## src/rtl/fir_decimator.sv

```systemverilog
// Integrate-and-dump decimator: averages DECIM valid samples by sum and arithmetic shift,
// then buffers each mean in a small first-word-fall-through FIFO behind a valid/ready port.
module fir_decimator #(
  parameter int DATA_W = 16,
  parameter int DECIM  = 4,
  parameter int DEPTH  = 4
) (
  input  logic                      clock,
  input  logic                      reset,
  input  logic                      clear,
  input  logic signed [DATA_W-1:0]  y_in,
  input  logic                      y_valid,
  output logic signed [DATA_W-1:0]  out_data,
  output logic                      out_valid,
  input  logic                      out_ready,
  output logic [$clog2(DEPTH):0]    level,
  output logic                      overflow
);

  localparam int SH    = $clog2(DECIM);
  localparam int ACC_W = DATA_W + SH;
  localparam int AW    = $clog2(DEPTH);
  localparam int LW    = AW + 1;
  localparam logic [SH-1:0] LAST = SH'(DECIM - 1);
  localparam logic [LW-1:0] FULL = LW'(DEPTH);

  // Floor division by DECIM; the mean of DATA_W-bit samples always fits in DATA_W bits.
  function automatic logic signed [DATA_W-1:0] mean_f(input logic signed [ACC_W-1:0] s);
    logic signed [ACC_W-1:0] q;
    q = s >>> SH;
    return q[DATA_W-1:0];
  endfunction

  logic [SH-1:0]             phase_q, phase_d;
  logic signed [ACC_W-1:0]   acc_q, acc_d;
  logic [AW-1:0]             wptr_q, wptr_d, rptr_q, rptr_d;
  logic [LW-1:0]             level_q, level_d;
  logic                      ovf_q, ovf_d;
  logic signed [DATA_W-1:0]  mem_q [DEPTH];

  logic signed [ACC_W-1:0]   ext, sum;
  logic signed [DATA_W-1:0]  res;
  logic                      push, pop, full, wr_en;

  assign out_valid = (level_q != '0);
  assign out_data  = out_valid ? mem_q[rptr_q] : '0;
  assign level     = level_q;
  assign overflow  = ovf_q;

  assign ext  = {{SH{y_in[DATA_W-1]}}, y_in};
  assign sum  = (phase_q == '0) ? ext : acc_q + ext;
  assign res  = mean_f(sum);
  assign full = (level_q == FULL);

  always_comb begin
    phase_d = phase_q;
    acc_d   = acc_q;
    wptr_d  = wptr_q;
    rptr_d  = rptr_q;
    level_d = level_q;
    ovf_d   = ovf_q;
    push    = 1'b0;
    pop     = 1'b0;
    wr_en   = 1'b0;
    if (clear) begin
      phase_d = '0;
      acc_d   = '0;
      wptr_d  = '0;
      rptr_d  = '0;
      level_d = '0;
      ovf_d   = 1'b0;
    end else begin
      push = y_valid && (phase_q == LAST);
      pop  = out_valid && out_ready;
      // A full FIFO still accepts a push when the head leaves in the same cycle.
      wr_en = push && (!full || pop);
      if (y_valid) begin
        phase_d = phase_q + 1'b1;
        acc_d   = sum;
      end
      if (push && !wr_en) ovf_d = 1'b1;
      if (wr_en) wptr_d = wptr_q + 1'b1;
      if (pop)   rptr_d = rptr_q + 1'b1;
      case ({wr_en, pop})
        2'b10:   level_d = level_q + 1'b1;
        2'b01:   level_d = level_q - 1'b1;
        default: level_d = level_q;
      endcase
    end
  end

  always_ff @(posedge clock or negedge reset) begin
    if (!reset) begin
      phase_q <= '0;
      acc_q   <= '0;
      wptr_q  <= '0;
      rptr_q  <= '0;
      level_q <= '0;
      ovf_q   <= 1'b0;
    end else begin
      phase_q <= phase_d;
      acc_q   <= acc_d;
      wptr_q  <= wptr_d;
      rptr_q  <= rptr_d;
      level_q <= level_d;
      ovf_q   <= ovf_d;
    end
  end

  // Storage needs no reset: out_data is forced to zero whenever the FIFO is empty.
  always_ff @(posedge clock) begin
    if (wr_en) mem_q[wptr_q] <= res;
  end

endmodule

```

## config.mk

```make
export PLATFORM = sky130hd
export DESIGN_NAME = fir_decimator
export DESIGN_NICKNAME = d
export VERILOG_FILES = /design/src/rtl/fir_decimator.sv
export SDC_FILE = /design/constraint.sdc
export NUM_CORES = 1
export LEC_CHECK = 0
export ABC_AREA = 1
export CORE_MARGIN = 4
export CORE_UTILIZATION = 55
export DETAILED_ROUTE_END_ITERATION = 8
export HOLD_SLACK_MARGIN = 0.06
export PLACE_DENSITY = 0.74
export SYNTH_ARGS = -nofsm -noshare
export SYNTH_HDL_FRONTEND = slang
export SYNTH_SLANG_ARGS = --single-unit
```

## constraint.sdc

```tcl
create_clock -name clock -period 4.45 [get_ports clock]
set_clock_uncertainty 0.05 [all_clocks]
set_input_delay 0.6675 -clock clock [delete_from_list [all_inputs] [get_ports clock]]
set_output_delay 0.6675 -clock clock [all_outputs]
set_load 0.02 [all_outputs]
```

---- After elaboration in Yosys (flattened, before gate mapping) ----
Memories as Yosys holds them, arrays and structs flattened.
Index checks and enable logic that the tools add are counted.
operators by class
  $add $sub $neg .......................... 6
  mux-type cells .......................... 17
  equality and inequality tests ........... 4
  reductions and logical operators ........ 14
operator list
  operator                                           number
  2-to-1 mux 18 bit                                  3
  adder 18 x 16 -> 18 bit                            1
  2-to-1 mux 16 bit                                  1
  2-to-1 mux 2 bit                                   6
  nonzero test 2 bit                                 4
  adder 2 x 1 -> 2 bit (second input constant)       3
  case mux 3 bit (2 select lines)                    1
  nonzero test 3 bit                                 2
  2-to-1 mux 1 bit                                   5
  == test 2 bit (second input constant)              2
  logical AND 1 bit                                  4
  adder 3 x 1 -> 3 bit (second input constant)       1
  == test 3 bit (second input constant)              1
  2-to-1 mux 3 bit                                   1
  subtractor 3 x 1 -> 3 bit (second input constant)  1
  == test 2 x 1 -> 1 bit (second input constant)     1
  zero test 1 bit                                    2
  zero test 2 bit                                    1
  logical OR 1 bit                                   1
word-level totals
  memories ................................ 1
  bits of input ports ..................... 21
  bits in registers ....................... 28
  logic and storage cells ................. 48
  bits in writable memories ............... 64
memory list
  memory  words  width  read ports  clocked after memory_dff  wr ports  line  source
  mem_q   4      16     1           0                         1         39    logic signed [DATA_W-1:0] mem_q [DEPTH];

---- Longest topological paths before layout ----
Gate-level depths: netlist (run 1).
  depth after elaboration ................. 8
  mapped depth ............................ 14

---- Least setup slack after synthesis (run 1) ----
Ideal clock, no wire load.
  path kind ............................... in2reg
  start point ............................. input port y_in[0]
  end point ............................... memory mem_q[0][10], data pin
  setup slack ............................. 2.131 ns
  setup time .............................. 0.263 ns
  stages on the path ...................... 11
  arrival ................................. 2.006 ns
  buffers on the path ..................... 0
  data required time ...................... 4.137 ns
  cell sequence ........................... ha_1 fa_1 nand2_1 nand3_2 nand3_1 nand2_1 nand2_1 nand2_1 nand2_1 nand3_1 and2_1
on the way
  word-level cells in the longest chain between the ends .. 2
ends and longest elaborated chain
  item                     line  source
  start: declaration       11    input logic signed [DATA_W-1:0] y_in,
  adder 18 x 16 -> 18 bit  51    assign sum = (phase_q == '0) ? ext : acc_q + ext;
  2-to-1 mux 18 bit        51
  named net sum[12]        41    logic signed [ACC_W-1:0] ext, sum;
  end: declaration         39
The timed path passes the listed nets, and every way through them passes these cells.

---- Worst setup path after layout (run 1) ----
  start point ............................. register rptr_q[1]
  end point ............................... output port out_data[0]
on the way
  word-level cells in the longest chain between the ends .. 2
ends and longest elaborated chain
  item                      line  source
  start: declaration        36    logic [AW-1:0] wptr_q, wptr_d, rptr_q, rptr_d;
  start signal: assignment  104   rptr_q <= rptr_d;
  memory (4 x 16 bit)       -
  2-to-1 mux 16 bit         46    assign out_data = out_valid ? mem_q[rptr_q] : '0;
  end: declaration          13    output logic signed [DATA_W-1:0] out_data,
No other way between the ends.

==> impl_metrics.csv, run 1 <==
group,metric,value,unit
outcome,outcome,"finished clean",
route,ant_nets,0,
route,wl_per_cell,15.07,um
global_routing,grt_pass1_vias,3782,
worst_hold_path,min_path_type,"register to register",
timing,relSlewSlack,42.58,%
final_layout,area_delta_synth_final,15.22,%
timing,rsz0062_at_grt,"false",
global_routing,antenna_found_initial,0,
yosys,synth_edf_count,64,
global_routing,grt_overflow_total,0,
setup_path,critPathLaunchType,"register",
place,dp_hpwl,7530,um
yosys,synth_area_leaders,"edfxtp_1, dfrtp_1, nand2_1",
clock_tree,numClockSinks,92,
run,max_cap_violations,0,
timing,fin_setup_tns,0,ns
clock_tree,htreeDepth,3,
timing,finalHoldViolations,0,
pwr,powerDensity,489.9,nW/um^2
final_layout,fillers,752,
setup_path,cp.arrival,2.89,ns
timing,tightestPinTransition,0.8604,ns
yosys,netlist.area_leader.share,38.51,%
setup_path,crit_required,3.73,ns
setup_path,cp_cell_sequence,"clkinv_1 > nor2_1 > o21ai_0 > a21oi_1 > clkdlybuf4s50_1",
pwr,power,2.817,mW
setup_path,cp_slowest_stage_delay,0.71,ns
timing,worst_slack,0.8400,ns
timing,hold_ws,0.4440,ns
setup_path,cp_slowest_cell,"dfrtp_1",
global_routing,grt_start_max_net_pins,35,
route,wl_met2,5188,um
clock_tree,root_buffer,"clkbuf_8",
yosys,synthTopCellsByCount,"nand2_1, nor2_1, edfxtp_1",
setup_path,crit_family,"buffers and inverters",
clock_tree,holdBufCountCts,0,
clock_tree,numCtsBuffers,9,
pwr,p_leak,2.499,nW
clock_tree,postCtsSetupRepairBufs,0,
die,std_cell_rows,34,
yosys,synthArstFlopShare,30.43,%
place,placedCellCount,709,
place,portBuffers,41,
die,io_pins,42,
route,drt-total-wl,10930,um
timing,fmax,0.2770,GHz
timing,fin_crit,3.610,ns
yosys,yosys.area.top_type,"edfxtp_1",
timing,setup_viol,0,
yosys,syn_area,4991,um^2
final_layout,final_cell_count_no_fill,725,
global_routing,grt.total_usage,22.31,%
setup_path,path_class,"register to output port",
yosys,synth_most_common_cell,"nand2_1",
yosys,ys.flop_type,"edfxtp_1",
timing,finalCritPeriodShare,81.12,%
yosys,synth.yosys.seq_area_share,52.54,%
clock_tree,clock_latency,0.37,ns
yosys,ys_ff_latch,92,
pwr,irDropWorstVdd,0.2311,mV
die,die_h,103.3,um
route,vias,3923,
place,placed_cell_area,5505,um^2
route,drc,0,
final_layout,antenna_cells,0,
final_layout,fin_util,65.62,%
yosys,synth.distinct_cells,36,
final_layout,drive_gt1_share,6.483,%
setup_path,path_buf_inv,2,
clock_tree,cts_resized,0,
route,m1WireLength,4974,um
global_routing,grt_pass1_wl,18090,um
place,dpl_worst_slack,1.206,ns
route,dr_wl_met3,610,um
yosys,synth_fp_nets,615,
place,gp_congestion,0.9243,
final_layout,stdcell_area,5751,um^2
route,drtIter0Drc,179,
route,drtPass1Iterations,6,
clock_tree,clock_tree.buffer_depth,2,
yosys,synthCells,569,
clock_tree,clk_pin_slew,0.09,ns
setup_path,critPathMaxFanout,18,
yosys,yosysWarnings,0,
yosys,syn_area_per_cell,8.772,um^2
timing,drv_slew,0,
clock_tree,cts_tree,"yes",
route,dr.max_layer_used,"met4",
die,start_util,56.95,%
setup_path,end_kind,"output port",
die,coreArea,8763,um^2
die,die_x,103.3,um
final_layout,layout.nets,658,
route,vias_per_cell,5.411,
die,fp.dieArea,10660,um^2
-- placed cells by master (no fill, tap or decap), types with 2 or more instances in the layout --
| master | n |
|---|---|
| a21oi_1 | 34 |
| a22o_1 | 2 |
| a31oi_1 | 2 |
| and2_1 | 5 |
| buf_4 | 8 |
| bufinv_16 | 3 |
| clkbuf_8 | 9 |
| clkdlybuf4s50_1 | 41 |
| clkinv_1 | 2 |
| dfrtp_1 | 28 |
| edfxtp_1 | 64 |
| fa_1 | 2 |
| ha_1 | 23 |
| inv_1 | 57 |
| mux2i_1 | 2 |
| nand2_1 | 119 |
| nand2_2 | 3 |
| nand3_1 | 28 |
| nand3_2 | 4 |
| nand3b_1 | 4 |
| nand4_1 | 2 |
| nor2_1 | 93 |
| o21ai_0 | 59 |
| o21ai_1 | 2 |
| or2_2 | 5 |
| xnor2_1 | 2 |
| xor2_1 | 2 |
-- cells by family (layout without fill, tap and decap cells) --
kind of cell | count (synthesis) | count (layout) | synth area share (%)
buffers and inverters | 75 | 123 | 6.192
muxes | 2 | 2 | 0.4011
AOI/OAI and AO/OA | 104 | 104 | 11.01
xor gates and xnor gates | 4 | 4 | 0.7021
DFF | 92 | 92 | 52.54
adders and majority gates | 25 | 25 | 6.568
and+or+nand+nor | 267 | 267 | 22.59
-- flip-flops by register name (all words and copies together) (netlist names) --
signal and flops:
acc_q 18, level 3, mem_q 64, overflow 1, phase_q 2, rptr_q 2, wptr_q 2
-- cell type report --
cell class / instances / area (um^2) / share of cell area (%)
clock inverter: 7 / 121.4 / 2.111
sequential: 92 / 2623 / 45.60
clock buffer: 9 / 123.9 / 2.154
multi-input combinational: 402 / 2059 / 35.81
timing repair buffer: 49 / 470.5 / 8.181
tap: 108 / 135.1 / 2.350
inverter: 58 / 217.7 / 3.786
-- per-layer routing --
metal,track usage [%],vias to the layer above
met5,0,-
met4,6.275,0
met3,4.359,13
met2,37.30,113
met1,29.88,1828
li1,-,1969
-- tightest hold or removal path, stage by stage (launching register included) --
cell     delay [ns]
dfrtp_1        0.36
nand2_1        0.05
nand2_1        0.06
-- worst paths after layout --
| path | from | end | slack [ns] | cells past startpoint |
|---|---|---|---|---|
| hold reg to reg | acc_q[10] | acc_q[10] | 0.44 | 2 |
| setup reg to reg | phase_q[0] | mem_q[1][1] | 2.00 | 5 |
| min in group asynchronous | reset | acc_q[17] | 0.64 | 2 |
| hold / removal | acc_q[10] | acc_q[10] | 0.44 | 2 |
| setup / recovery | rptr_q[1] | out_data[0] | 0.84 | 5 |
| max in group asynchronous | reset | acc_q[14] | 3.42 | 2 |
-- power by group --
group | total [mW] | switching, mW | internal (mW)
logic | 1.07 | 0.666 | 0.403
registers | 1.06 | 0.0440 | 1.01
clock network | 0.692 | 0.315 | 0.377
No activity file was read; power rests on OpenSTA's default activity.
==> run 2: changes to the inputs <==
--- a/config.mk
+++ b/config.mk
@@ -7,10 +7,10 @@
 export LEC_CHECK = 0
 export ABC_AREA = 1
 export CORE_MARGIN = 4
-export CORE_UTILIZATION = 55
+export CORE_UTILIZATION = 53
 export DETAILED_ROUTE_END_ITERATION = 8
 export HOLD_SLACK_MARGIN = 0.06
-export PLACE_DENSITY = 0.74
+export PLACE_DENSITY = 0.75
 export SYNTH_ARGS = -nofsm -noshare
 export SYNTH_HDL_FRONTEND = slang
 export SYNTH_SLANG_ARGS = --single-unit
==> constraint.sdc (replaced) <==
create_clock -name clock -period 3.2 [get_ports clock]
set_clock_uncertainty 0.05 [all_clocks]
set_input_delay 0.48 -clock clock [delete_from_list [all_inputs] [get_ports clock]]
set_output_delay 0.48 -clock clock [all_outputs]
set_load 0.02 [all_outputs]
==> run 2 against run 1 <==
Effect of this change:
- count of clock-buffer cells in the layout stayed put
- critical endpoint is now out_data[4]
- highest routed layer unchanged
- sequential share of layout area is 0.15 points higher
- critical path depth stayed put
- via count is 0.94% higher
- worst hold slack worse by 0.0039 ns
==> impl_metrics.csv, run 2 (synthesis gave the netlist of run 1 again) <==
group,metric,value,unit
outcome,outcome,"finished clean",
global_routing,grt_pass1_vias,3733,
pwr,irDropWorstVdd,0.3083,mV
clock_tree,holdBufCountCts,0,
setup_path,crit_required,2.67,ns
setup_path,rr_worst_depth,5,
route,drtIter0Drc,254,
pwr,p_leak,2.486,nW
place,placedCellCount,714,
setup_path,cp_slowest_stage_delay,0.65,ns
setup_path,path_class,"register to output port",
die,start_util,54.27,%
pwr,p_sw_share,37.94,%
worst_hold_path,min_path_type,"input pin to async pin",
clock_tree,cts_tree,"yes",
final_layout,fillers,773,
timing,fmax,0.3347,GHz
clock_tree,numCtsBuffers,9,
final_layout,drive_gt1_share,6.947,%
route,ant_nets,0,
final_layout,area_delta_synth_final,14.84,%
timing,fin_crit,2.987,ns
final_layout,final_common_cell,"nand2_1",
timing,finalHoldViolations,0,
route,drc,0,
clock_tree,htreeDepth,3,
place,gp_congestion,0.9196,
die,die_h,105.0,um
pwr,internal_power,2.352,mW
global_routing,grt_start_max_net_pins,29,
global_routing,grt.total_usage,20.37,%
clock_tree,cts_resized,0,
global_routing,grt_overflow_total,0,
timing,relSlewSlack,22.40,%
timing,tightestPinTransition,1.160,ns
setup_path,critPathLaunchType,"register",
pwr,combPwrFrac,40.0,%
clock_tree,numClockSinks,92,
clock_tree,postCtsSetupRepairBufs,0,
global_routing,grt_pass1_wl,17910,um
timing,rsz0062_at_grt,"false",
die,std_cell_rows,35,
setup_path,critPathMaxFanout,18,
setup_path,crit_family,"buffers and inverters",
final_layout,final_cell_mix,"nand2_1, nor2_1, edfxtp_1, o21ai_0, inv_1",
route,wl_per_cell,14.82,um
pwr,switching_power,1.438,mW
die,io_pins,42,
final_layout,largest_reg_flops,64,
setup_path,end_kind,"output port",
final_layout,antenna_cells,0,
setup_path,path_buf_inv,2,
setup_path,reg2reg_to,"mem_q[3][1]",
route,drt-total-wl,10820,um
run,max_cap_violations,0,
clock_tree,clk_pin_slew,0.10,ns
timing,finalCritPeriodShare,93.36,%
place,dp_hpwl,7663,um
clock_tree,clock_latency,0.36,ns
pwr,power_frac_seq,38.6,%
final_layout,final_cell_count_no_fill,730,
final_layout,layout.nets,660,
route,vias_per_cell,5.425,
die,die_x,105.0,um
clock_tree,root_buffer,"clkbuf_8",
setup_path,cp_slowest_cell,"clkdlybuf4s50_1",
place,portBuffers,41,
clock_tree,clock_tree.buffer_depth,2,
pwr,clkPwrFrac,21.5,%
route,vias,3960,
setup_path,cp.arrival,2.46,ns
final_layout,top_register,"mem_q",
setup_path,r2r_slack,0.73,ns
die,coreArea,9196,um^2
timing,fin_setup_tns,0,ns
timing,drv_slew,0,
setup_path,reg2reg_from,"phase_q[0]",
setup_path,cp_cell_sequence,"clkinv_1 > nor2_1 > o21ai_0 > a21oi_1 > clkdlybuf4s50_1",
global_routing,antenna_found_initial,0,
die,fp.dieArea,11030,um^2
route,drtPass1Iterations,5,
timing,setup_viol,0,
pwr,powerDensity,661.3,nW/um^2
## run 2: cell count changes in the layout (fill, tap and decap cells not counted)
cell        change
clkinv_1        -1
bufinv_16       -2
clkinvlp_4      +2
buf_4           +2
inv_8           +1
## run 2: worst max-delay path by stage
stage | depth (start not counted) | slack (ns) | startpoint | endpoint
final | 5 | 0.21 | rptr_q[1] | out_data[4]
after global routing | 5 | 0.002 | rptr_q[1] | out_data[4]
after CTS | 5 | 0.21 | rptr_q[1] | out_data[4]
after detailed placement | 12 | 0.40 | y_in[0] | mem_q[1][10]
after global placement | 12 | 0.44 | y_in[0] | mem_q[1][10]
after floorplan | 6 | 1.05 | level[0] | mem_q[0][0]
## run 2: per-layer routing
layer	track usage (%)	vias to the layer above	part of all wire, %
li1	-	1975	-
met1	27.48	1871	47
met2	33.87	101	47
met3	3.150	13	5.0
met4	6.467	0	1.8
met5	0	-	0
## run 2: cell type report
type	instances	area (um^2)	share of cell area, %
inverter	58	217.7	3.798
clock buffer	9	123.9	2.161
tap	111	138.9	2.423
timing repair buffer	51	485.5	8.470
clock inverter	7	83.83	1.463
sequential	92	2623	45.75
multi-input combinational	402	2059	35.93
## run 2: power groups by stage
stage | clock network (mW) | logic [mW] | registers (mW)
6_report | 0.813 | 1.51 | 1.46
5_1_grt | 0.879 | 1.67 | 1.47
2_1_floorplan | 0 | 0.959 | 1.49
3_3_place_gp | 0 | 1.47 | 1.48
4_1_cts | 0.828 | 1.51 | 1.46
3_5_place_dp | 0 | 1.51 | 1.49
## run 2: through the flow
step / utilization, % / hold WS [ns] / cell area, um^2 / power [mW] / setup slack (ns)
after global routing: 62.33 / 0.4810 / 5732 / 4.020 / 0.001537
after global placement: 60.07 / 0.4186 / 5524 / 2.954 / 0.4425
final: 62.33 / 0.4401 / 5732 / 3.791 / 0.2126
after detailed placement: 60.07 / 0.4201 / 5524 / 2.991 / 0.3994
after floorplan: - / 0.1344 / 4991 / 2.451 / 1.053
after CTS: 62.33 / 0.4446 / 5732 / 3.798 / 0.2053
==> run 3: changes to the inputs <==
==> constraint.sdc (replaced) <==
create_clock -name clock -period 3.2 [get_ports clock]
set_clock_uncertainty 0.05 [all_clocks]
set_input_delay 0.64 -clock clock [delete_from_list [all_inputs] [get_ports clock]]
set_output_delay 0.64 -clock clock [all_outputs]
set_load 0.02 [all_outputs]
==> run 3 against run 2 <==
Effect of this change:
- worst hold slack improved by 0.0071 ns
- clock power fell by 6.6%
- combinational power barely moved
- critical path depth did not move
- total power fell by 1.8%
- core utilization barely moved
- maximum frequency rose by 0.67%
- final area barely moved
- routed wire length rose by 0.54%
- global-route usage fell by 0.050 points
- largest cell class unchanged
- highest routed layer unchanged
==> impl_metrics.csv, run 3 (synthesis gave the netlist of run 1 again) <==
group,metric,value,unit
outcome,outcome,"finished clean",
setup_path,cp_cell_sequence,"inv_1 > buf_4 > o21ai_0 > a21oi_1 > clkdlybuf4s50_1",
setup_path,reg2reg_from,"phase_q[0]",
final_layout,multiInputGateArea,2059,um^2
final_layout,largest_reg_flops,64,
pwr,power_frac_seq,39.3,%
pwr,powerDensity,649.9,nW/um^2
global_routing,antenna_found_initial,0,
pwr,combPwrFrac,40.3,%
setup_path,critPathLaunchType,"register",
setup_path,r2r_slack,0.72,ns
timing,finalHoldViolations,0,
timing,relSlewSlack,22.08,%
route,vias_per_cell,5.373,
route,drc,0,
clock_tree,numCtsBuffers,9,
global_routing,grt_start_max_net_pins,29,
route,drtIter0Drc,189,
clock_tree,numClockSinks,92,
die,io_pins,42,
place,placed_cell_area,5532,um^2
pwr,clkPwrFrac,20.4,%
clock_tree,clock_latency,0.37,ns
timing,fmax,0.3370,GHz
clock_tree,root_buffer,"clkbuf_8",
place,gp_congestion,0.9254,
route,vias,3928,
die,coreArea,9196,um^2
worst_hold_path,min_path_type,"register to register",
final_layout,final_common_cell,"nand2_1",
pwr,p_leak,2.489,nW
die,start_util,54.27,%
setup_path,crit_path_start,"rptr_q[0]",
setup_path,cp_slowest_stage_delay,0.65,ns
final_layout,stdcell_area,5729,um^2
timing,tightestPinTransition,1.164,ns
global_routing,grt_overflow_total,0,
final_layout,top_register,"mem_q",
final_layout,final_cell_mix,"nand2_1, nor2_1, edfxtp_1, o21ai_0, inv_1",
place,portBuffers,41,
pwr,irDropWorstVdd,0.2474,mV
clock_tree,htreeDepth,3,
route,drt-total-wl,10870,um
pwr,internal_power,2.283,mW
setup_path,crit_path_end,"out_data[4]",
timing,fin_crit,2.968,ns
die,fp.dieArea,11030,um^2
pwr,p_sw_share,38.69,%
route,ant_nets,0,
timing,rsz0062_at_grt,"false",
setup_path,reg2reg_to,"mem_q[3][1]",
die,std_cell_rows,35,
die,die_x,105.0,um
timing,drv_slew,0,
final_layout,area_delta_synth_final,14.79,%
clock_tree,holdBufCountCts,0,
clock_tree,cts_tree,"yes",
global_routing,grt_pass1_vias,3828,
route,drtPass1Iterations,5,
setup_path,rr_worst_depth,5,
pwr,switching_power,1.441,mW
route,wl_per_cell,14.87,um
final_layout,fillers,762,
global_routing,grt.total_usage,20.32,%
clock_tree,clock_tree.buffer_depth,2,
setup_path,end_kind,"output port",
clock_tree,postCtsSetupRepairBufs,0,
place,dpl_worst_slack,0.2464,ns
global_routing,grt_pass1_wl,17880,um
final_layout,antenna_cells,0,
final_layout,drive_gt1_share,7.258,%
worst_hold_path,worstHoldStart,"acc_q[9]",
final_layout,layout.nets,661,
timing,fin_setup_tns,0,ns
setup_path,crit_required,2.51,ns
timing,worst_slack,0.2324,ns
setup_path,cp_slowest_cell,"clkdlybuf4s50_1",
place,dp_hpwl,7644,um
run,max_cap_violations,0,
clock_tree,clk_pin_slew,0.10,ns
setup_path,path_class,"register to output port",
timing,finalCritPeriodShare,92.74,%
setup_path,critPathMaxFanout,27,
final_layout,regArea,2623,um^2
setup_path,cp.arrival,2.28,ns
timing,setup_viol,0,
die,die_h,105.0,um
run 3: repair_timing:
item | CTS | global route
endpoints found under the setup margin | 0 | 5
hold endpoints to repair | 0 | 0
gates resized for setup | 0 | 1
run 3: worst min-delay path by stage:
| stage | to | cells past startpoint | slack (ns) |
|---|---|---|---|
| floorplan | acc_q[0] | 0 | 0.29 |
| global placement | acc_q[10] | 2 | 0.42 |
| detailed placement | acc_q[12] | 2 | 0.42 |
| CTS | acc_q[12] | 2 | 0.45 |
| global route | acc_q[12] | 2 | 0.48 |
| finish | acc_q[9] | 2 | 0.45 |
run 3: layout make-up:
type,instances,share of cell area [%]
clock inverters,7,1.223
well taps,111,2.424
inverters,58,3.865
repair buffers,52,8.605
multi-input cells,402,35.95
flip-flops and latches,92,45.77
clock buffers,9,2.162
run 3: power groups by stage:
stage,logic (mW),registers (mW),clock network [mW]
floorplan,0.959,1.49,0
global placement,1.47,1.48,0
detailed placement,1.50,1.49,0
CTS,1.51,1.46,0.769
global route,1.67,1.48,0.813
finish,1.50,1.46,0.759
run 3: stage by stage:
stage               hold WS, ns  cells  utilization (%)  total power [mW]
floorplan                0.2944    569                -             2.451
global placement         0.4185    715            60.15             2.958
detailed placement       0.4243    715            60.15             2.989
CTS                      0.4465    731            62.26             3.739
global route             0.4777    731            62.30             3.958
finish                   0.4472    731            62.30             3.724
run 3: routing by layer:
metal  up-vias  global-route usage [%]  routed length (um)
li1       1979                       -                   -
met3        16                   2.162                 637
met5         -                       0                   0
met2       128                   34.56                5147
met1      1805                   27.10                4914
met4         0                   7.123                 174
run 3: worst max-delay path: cells and delay by family, from the launching register on:
family,cells,cell delay (ns)
buffers and inverters,3,1.11
flip-flops,1,0.41
AO/OA/AOI/OAI,2,0.38
